$ cat src/rtl/compare_pkg.sv
// Shared definitions for the comparator result monitor.
// Provides the last_result encoding, the monitor FSM state type and the
// default outcome-counter width.
package compare_pkg;

  localparam int CNT_W_DEF = 8;

  localparam logic [1:0] RES_NONE    = 2'b00;
  localparam logic [1:0] RES_LESS    = 2'b01;
  localparam logic [1:0] RES_GREATER = 2'b10;
  localparam logic [1:0] RES_EQUAL   = 2'b11;

  typedef enum logic [1:0] {
    ST_IDLE   = 2'b00,
    ST_TRACK  = 2'b01,
    ST_LOCKED = 2'b10,
    ST_ERROR  = 2'b11
  } state_e;

  // Encode a legal (one-hot) flag set; callers guarantee exactly one flag is set.
  function automatic logic [1:0] flags_to_res(input logic less,
                                              input logic greater,
                                              input logic equal);
    logic [1:0] res;
    res = RES_NONE;
    if (equal)        res = RES_EQUAL;
    else if (greater) res = RES_GREATER;
    else if (less)    res = RES_LESS;
    return res;
  endfunction

endpackage

$ cat src/rtl/sat_counter.sv
// Saturating up-counter with synchronous clear; clear has priority over inc.
// Latency: count reflects an inc or clr one cycle after the edge.
// Backpressure: none; inc at the all-ones value is absorbed.
// Ports: clk, rst (async, active-high), clr, inc, count[W-1:0].
module sat_counter #(
  parameter int W = 8
) (
  input  logic         clk,
  input  logic         rst,
  input  logic         clr,
  input  logic         inc,
  output logic [W-1:0] count
);

  logic [W-1:0] count_q;
  logic [W-1:0] count_d;

  always_comb begin
    count_d = count_q;
    if (clr) begin
      count_d = '0;
    end else if (inc && (count_q != {W{1'b1}})) begin
      count_d = count_q + W'(1);
    end
  end

  always_ff @(posedge clk or posedge rst) begin
    if (rst) begin
      count_q <= '0;
    end else begin
      count_q <= count_d;
    end
  end

  assign count = count_q;

endmodule

$ cat src/rtl/compare_result_monitor.sv
// Monitors one-hot less/greater/equal comparator flags: per-outcome saturating
// counts, last outcome, lock after STREAK_N consecutive equals, sticky error.
// Latency: 1 cycle from sampling edge to outputs. Backpressure: none; ERROR drops samples.
// Ports: clk, rst (async, active-high), clear, sample_valid, less, greater, equal
//        -> less_cnt, greater_cnt, equal_cnt, last_result[1:0], lock, error.
module compare_result_monitor
  import compare_pkg::*;
#(
  parameter int CNT_W    = CNT_W_DEF,
  parameter int STREAK_N = 3          // 1..15, fits the 4-bit streak register
) (
  input  logic             clk,
  input  logic             rst,
  input  logic             clear,
  input  logic             sample_valid,
  input  logic             less,
  input  logic             greater,
  input  logic             equal,
  output logic [CNT_W-1:0] less_cnt,
  output logic [CNT_W-1:0] greater_cnt,
  output logic [CNT_W-1:0] equal_cnt,
  output logic [1:0]       last_result,
  output logic             lock,
  output logic             error
);

  localparam logic [3:0] STREAK_MAX = 4'(STREAK_N);

  state_e     state_q;
  logic [3:0] streak_q;
  logic [3:0] streak_d;
  logic [1:0] last_q;
  logic       lock_q;
  logic       error_q;

  logic legal;
  logic accept;

  // Exactly one flag high; 000 and every multi-hot code are illegal.
  assign legal = (less & ~greater & ~equal) |
                 (~less & greater & ~equal) |
                 (~less & ~greater & equal);

  // A sample only reaches the counters when it is legal, not swallowed by the
  // sticky error state, and not overridden by a same-cycle clear.
  assign accept = sample_valid & legal & ~clear & (state_q != ST_ERROR);

  // Streak stops at STREAK_N so a long equal run in LOCKED cannot wrap.
  assign streak_d = (streak_q == STREAK_MAX) ? STREAK_MAX : streak_q + 4'd1;

  sat_counter #(.W(CNT_W)) u_less_cnt (
    .clk(clk), .rst(rst), .clr(clear), .inc(accept & less), .count(less_cnt)
  );

  sat_counter #(.W(CNT_W)) u_greater_cnt (
    .clk(clk), .rst(rst), .clr(clear), .inc(accept & greater), .count(greater_cnt)
  );

  sat_counter #(.W(CNT_W)) u_equal_cnt (
    .clk(clk), .rst(rst), .clr(clear), .inc(accept & equal), .count(equal_cnt)
  );

  always_ff @(posedge clk or posedge rst) begin
    if (rst) begin
      state_q  <= ST_IDLE;
      streak_q <= '0;
      last_q   <= RES_NONE;
      lock_q   <= 1'b0;
      error_q  <= 1'b0;
    end else if (clear) begin
      state_q  <= ST_IDLE;
      streak_q <= '0;
      last_q   <= RES_NONE;
      lock_q   <= 1'b0;
      error_q  <= 1'b0;
    end else if (sample_valid && (state_q != ST_ERROR)) begin
      if (!legal) begin
        state_q <= ST_ERROR;
        lock_q  <= 1'b0;
        error_q <= 1'b1;
      end else begin
        last_q <= flags_to_res(less, greater, equal);
        if (equal) begin
          // IDLE always holds streak 0, so IDLE and TRACK share this path.
          streak_q <= streak_d;
          if (streak_d == STREAK_MAX) begin
            state_q <= ST_LOCKED;
            lock_q  <= 1'b1;
          end else begin
            state_q <= ST_TRACK;
            lock_q  <= 1'b0;
          end
        end else begin
          streak_q <= '0;
          state_q  <= ST_TRACK;
          lock_q   <= 1'b0;
        end
      end
    end
  end

  assign last_result = last_q;
  assign lock        = lock_q;
  assign error       = error_q;

endmodule

$ cat config.mk
export PLATFORM = sky130hd
export DESIGN_NAME = compare_result_monitor
export DESIGN_NICKNAME = d
export VERILOG_FILES = /design/src/rtl/compare_pkg.sv /design/src/rtl/sat_counter.sv /design/src/rtl/compare_result_monitor.sv
export SDC_FILE = /design/constraint.sdc
export NUM_CORES = 1
export LEC_CHECK = 0
export ABC_AREA = 1
export CAP_MARGIN = 20
export CORE_ASPECT_RATIO = 2
export CORE_UTILIZATION = 30
export DETAILED_ROUTE_END_ITERATION = 6
export PLACE_DENSITY = 0.5
export SLEW_MARGIN = 15
export SYNTH_ARGS = -nofsm -noshare
export SYNTH_HDL_FRONTEND = slang
export SYNTH_HIERARCHICAL = 1
export SYNTH_SLANG_ARGS = --single-unit
$ cat constraint.sdc
create_clock -name clk -period 1.75 [get_ports clk]
set_input_delay 0.35 -clock clk [delete_from_list [all_inputs] [get_ports clk]]
set_output_delay 0.35 -clock clk [all_outputs]
set_load 0.02 [all_outputs]
==> results.md <==
- Status: finished, final reports clean
- Syn nets: 309
- Syn Inst Count: 298
- Max Cap Viol: 0
- #FFs+latches synth: 34
- Largest net degree at the start of global routing: 13
- Worst ir drop on vdd: 0.0003755 V
- Die Area: 0.007575 sq mm
- DP HPWL: 4013 um
- Main combinational cell family by area after synthesis: simple AND/OR/NAND/NOR gates
- Synth Area in Simple Gates: 0.3939
- # rows: 43
- CP Cell Sequence: clkdlybuf4s50_1
- H-tree depth: 2
- I/O pin total: 35
- F_max: 0.5907 GHz
- Slew headroom: 0.7420
- Clock-pin slew on the worst setup and hold paths: roughly 0.050 ns
- Clock buffer depth: 2
- First-pass GRT wire length: 8259 um
- Fin nets: 370
- Final Critical Period: 1.693 ns
- Sequential power share: 0.422
- Compound-Gate Fraction of Synth Area: 0.04743
- Synth Area in XOR/XNOR: 0.04858
- Inserted Clock Buffers: 5
- Remaining DRCs: 0
- Pins Over Slew Limit: 0
- Final Cell Area: 0.002957 sq mm
- Final setup violation count: 0
- Worst-Margin Slew: between 0.3 and 0.4 ns
- Via count: around 2000
- Pint: 1.464 mW
- Crit-path max FO: 4
- Routed WL per cell: 11.31 um
- Layout cells sized above 1: 0.1861
- Crit end category: output pin
- Critical path launch point type: register
- Dpl ws: -0.3312 ns
- Power Density: about 660 mW/mm^2
- Insertion delay to the later sink of the worst-skew pair: 0.28 ns
- CTS tree: built
- Die span in y: ~120 um
- Pwr Total: between 1.5 and 2 mW
- Critical path buffers and inverters: 1
- Post-CTS setup buffers: 0
- # diodes: 0
- Hold WS: 0.4225 ns
- Clk pwr share: 0.458
- Avg Cell Area, Syn: 7.259 sq um
- Critical Path RT: 1.40 ns
- Worst path max stage delay: 0.63 ns
- Number of routed nets with antenna violations: 0
- Slowest CP cell: clkdlybuf4s50_1
- Most frequent cells in the layout: nand2_1 (102), inv_1 (41), dfrtp_1 (34)
- TritonCTS Sinks: 34
- Initial core utilization: 0.3117
- Initial DRC count: 63
- Vias per cell: 4.411
- Main synth FF type: dfrtp_1
- Post-synth EDFFs: 0
- Drt first pass iters: 4
- Placed cell areas: ~0.0028 sq mm
- Final WL: 5089 um
- Fin worst setup slack: 0.05708 ns
- Skew final: about 0.0028 ns
- Layout area overhead: 36.67%
- Number of global-route vias before repair: 1930
- Fillers: 714
- Final hold violations: 0
- Final period utilization: 0.9674
- GP Congestion: 0.8047
- RSZ-0062 raised after global routing: no
- Mapped cell area: between 0.002 and 0.0025 sq mm
- Sequential share of the synthesized area: 0.3933
- Switching power share of the total: 0.2447
- Cts hold-fix bufs: 0
- Crit path DAT: approximately 1.3 ns
- Antenna violations before repair: 0
- NetSw: 0.4744 mW
- Finished Layout Cells: 450
- PortBufs: 34
- Combinational Power Share: 0.121
- Core box area: 0.006940 sq mm
- Hold Path Class: input port to async pin
- Commonest non-fill, non-tap cell in the layout: nand2_1
- Cell variety after synth: 22
- Total track usage: 0.1501
- Ys async rst share: 1.000
- Gr ovfl total: 0
- Pleak: 1.632 nW
- Cell family with most CP delay: buffers and inverters
- YS warnings: 6
- Die extent in x: a little over 60 um
- Root Buffer Master: clkbuf_16
- Post-synthesis mux area share: 0
- Crit Path Class: register to output pin
- Synth Area in Adders: 0.02313
- Placed cell count: roughly 440
-- worst register-to-register path: stages, from the launching register on --
cell     delay, ns
dfrtp_1       0.43
ha_1          0.24
nand2_2       0.09
nor2_4        0.15
nand2_2       0.09
nand2_4       0.07
nor2_1        0.04
buf_4         0.15
nand2_1       0.05
nand2_1       0.05
-- timing repair --
action,4_1_cts,5_1_grt
pin swaps,0,2
endpoints found under the setup margin,7,25
resized for setup,3,18
-- final timing paths --
check,start,endpoint,slack (ns),cells after the start
worst max register to register,u_equal_cnt/count[0],u_equal_cnt/count[3],0.27,9
worst min-delay path,rst,u_greater_cnt/count[0],0.42,2
max in group asynchronous,rst,error,1.03,2
worst min register to register,error,error,0.50,2
min in group clk,error,error,0.50,2
worst max-delay path,u_equal_cnt/count[0],equal_cnt[0],0.06,1
-- layout make-up --
cell class | count | area (sq um) | share of cell area
Clock buffer | 7 | 142.6 | 0.04824
Clock inverter | 1 | 5.005 | 0.001693
Inverter | 50 | 202.7 | 0.06856
Multi-Input combinational cell | 214 | 1129 | 0.3817
Sequential cell | 34 | 850.8 | 0.2878
Tap cell | 90 | 112.6 | 0.03809
Timing Repair Buffer | 54 | 514.2 | 0.1739
-- metrics by stage --
stage | util | setup TNS, ns
after detailed placement | 0.3986 | -5.693
after floorplan | - | 0
final | 0.4260 | 0
after global routing | 0.4260 | 0
after CTS | 0.4206 | 0
after global placement | 0.3986 | -5.415
-- registers in the layout, indices dropped and copies added, names as in the netlist --
signal,cells
u_equal_cnt/count,8
u_less_cnt/count,8
error,1
lock,1
u_greater_cnt/count,8
state_q,2
last_result,2
streak_q,4
-- routing by layer --
layer,vias up,part of all wire,GRT usage
met4,0,0.024,0.07639
met3,7,0.020,0.02866
met1,922,0.38,0.1476
met2,22,0.57,0.2766
li1,1034,-,-
met5,-,0,0
-- cells in the mapped netlist, types with 3 or more instances --
cell,number,area share
a21oi_1,6,0.014
a21oi_2,3,0.012
clkinv_4,3,0.012
dfrtp_1,34,0.39
ha_1,4,0.023
inv_1,46,0.080
nand2_1,102,0.18
nand2_2,8,0.023
nand2_4,6,0.031
nand3_1,28,0.065
nor2_1,21,0.036
nor2_2,6,0.017
nor2_4,4,0.021
nor3b_1,3,0.010
o21ai_0,3,0.0069
o21ai_1,3,0.0069
xnor2_1,3,0.012
xor2_1,9,0.036
-- power by group through the flow --
stage | registers (mW) | logic (mW) | clock network [mW]
after floorplan | 0.843 | 0.112 | 0
after global placement | 0.831 | 0.236 | 0
after detailed placement | 0.832 | 0.236 | 0
after CTS | 0.817 | 0.237 | 0.928
after global routing | 0.819 | 0.258 | 0.966
final | 0.817 | 0.234 | 0.888
-- logic make-up (layout without fill, tap and decap cells) --
| kind of cell | Yosys count | after routing |
|---|---|---|
| and+or+nand+nor | 182 | 182 |
| buffers and inverters | 50 | 112 |
| DFF | 34 | 34 |
| AOI/OAI and AO/OA | 16 | 16 |
| xor gates and xnor gates | 12 | 12 |
| adders and majority gates | 4 | 4 |
No activity file was read; power rests on OpenSTA's default activity.
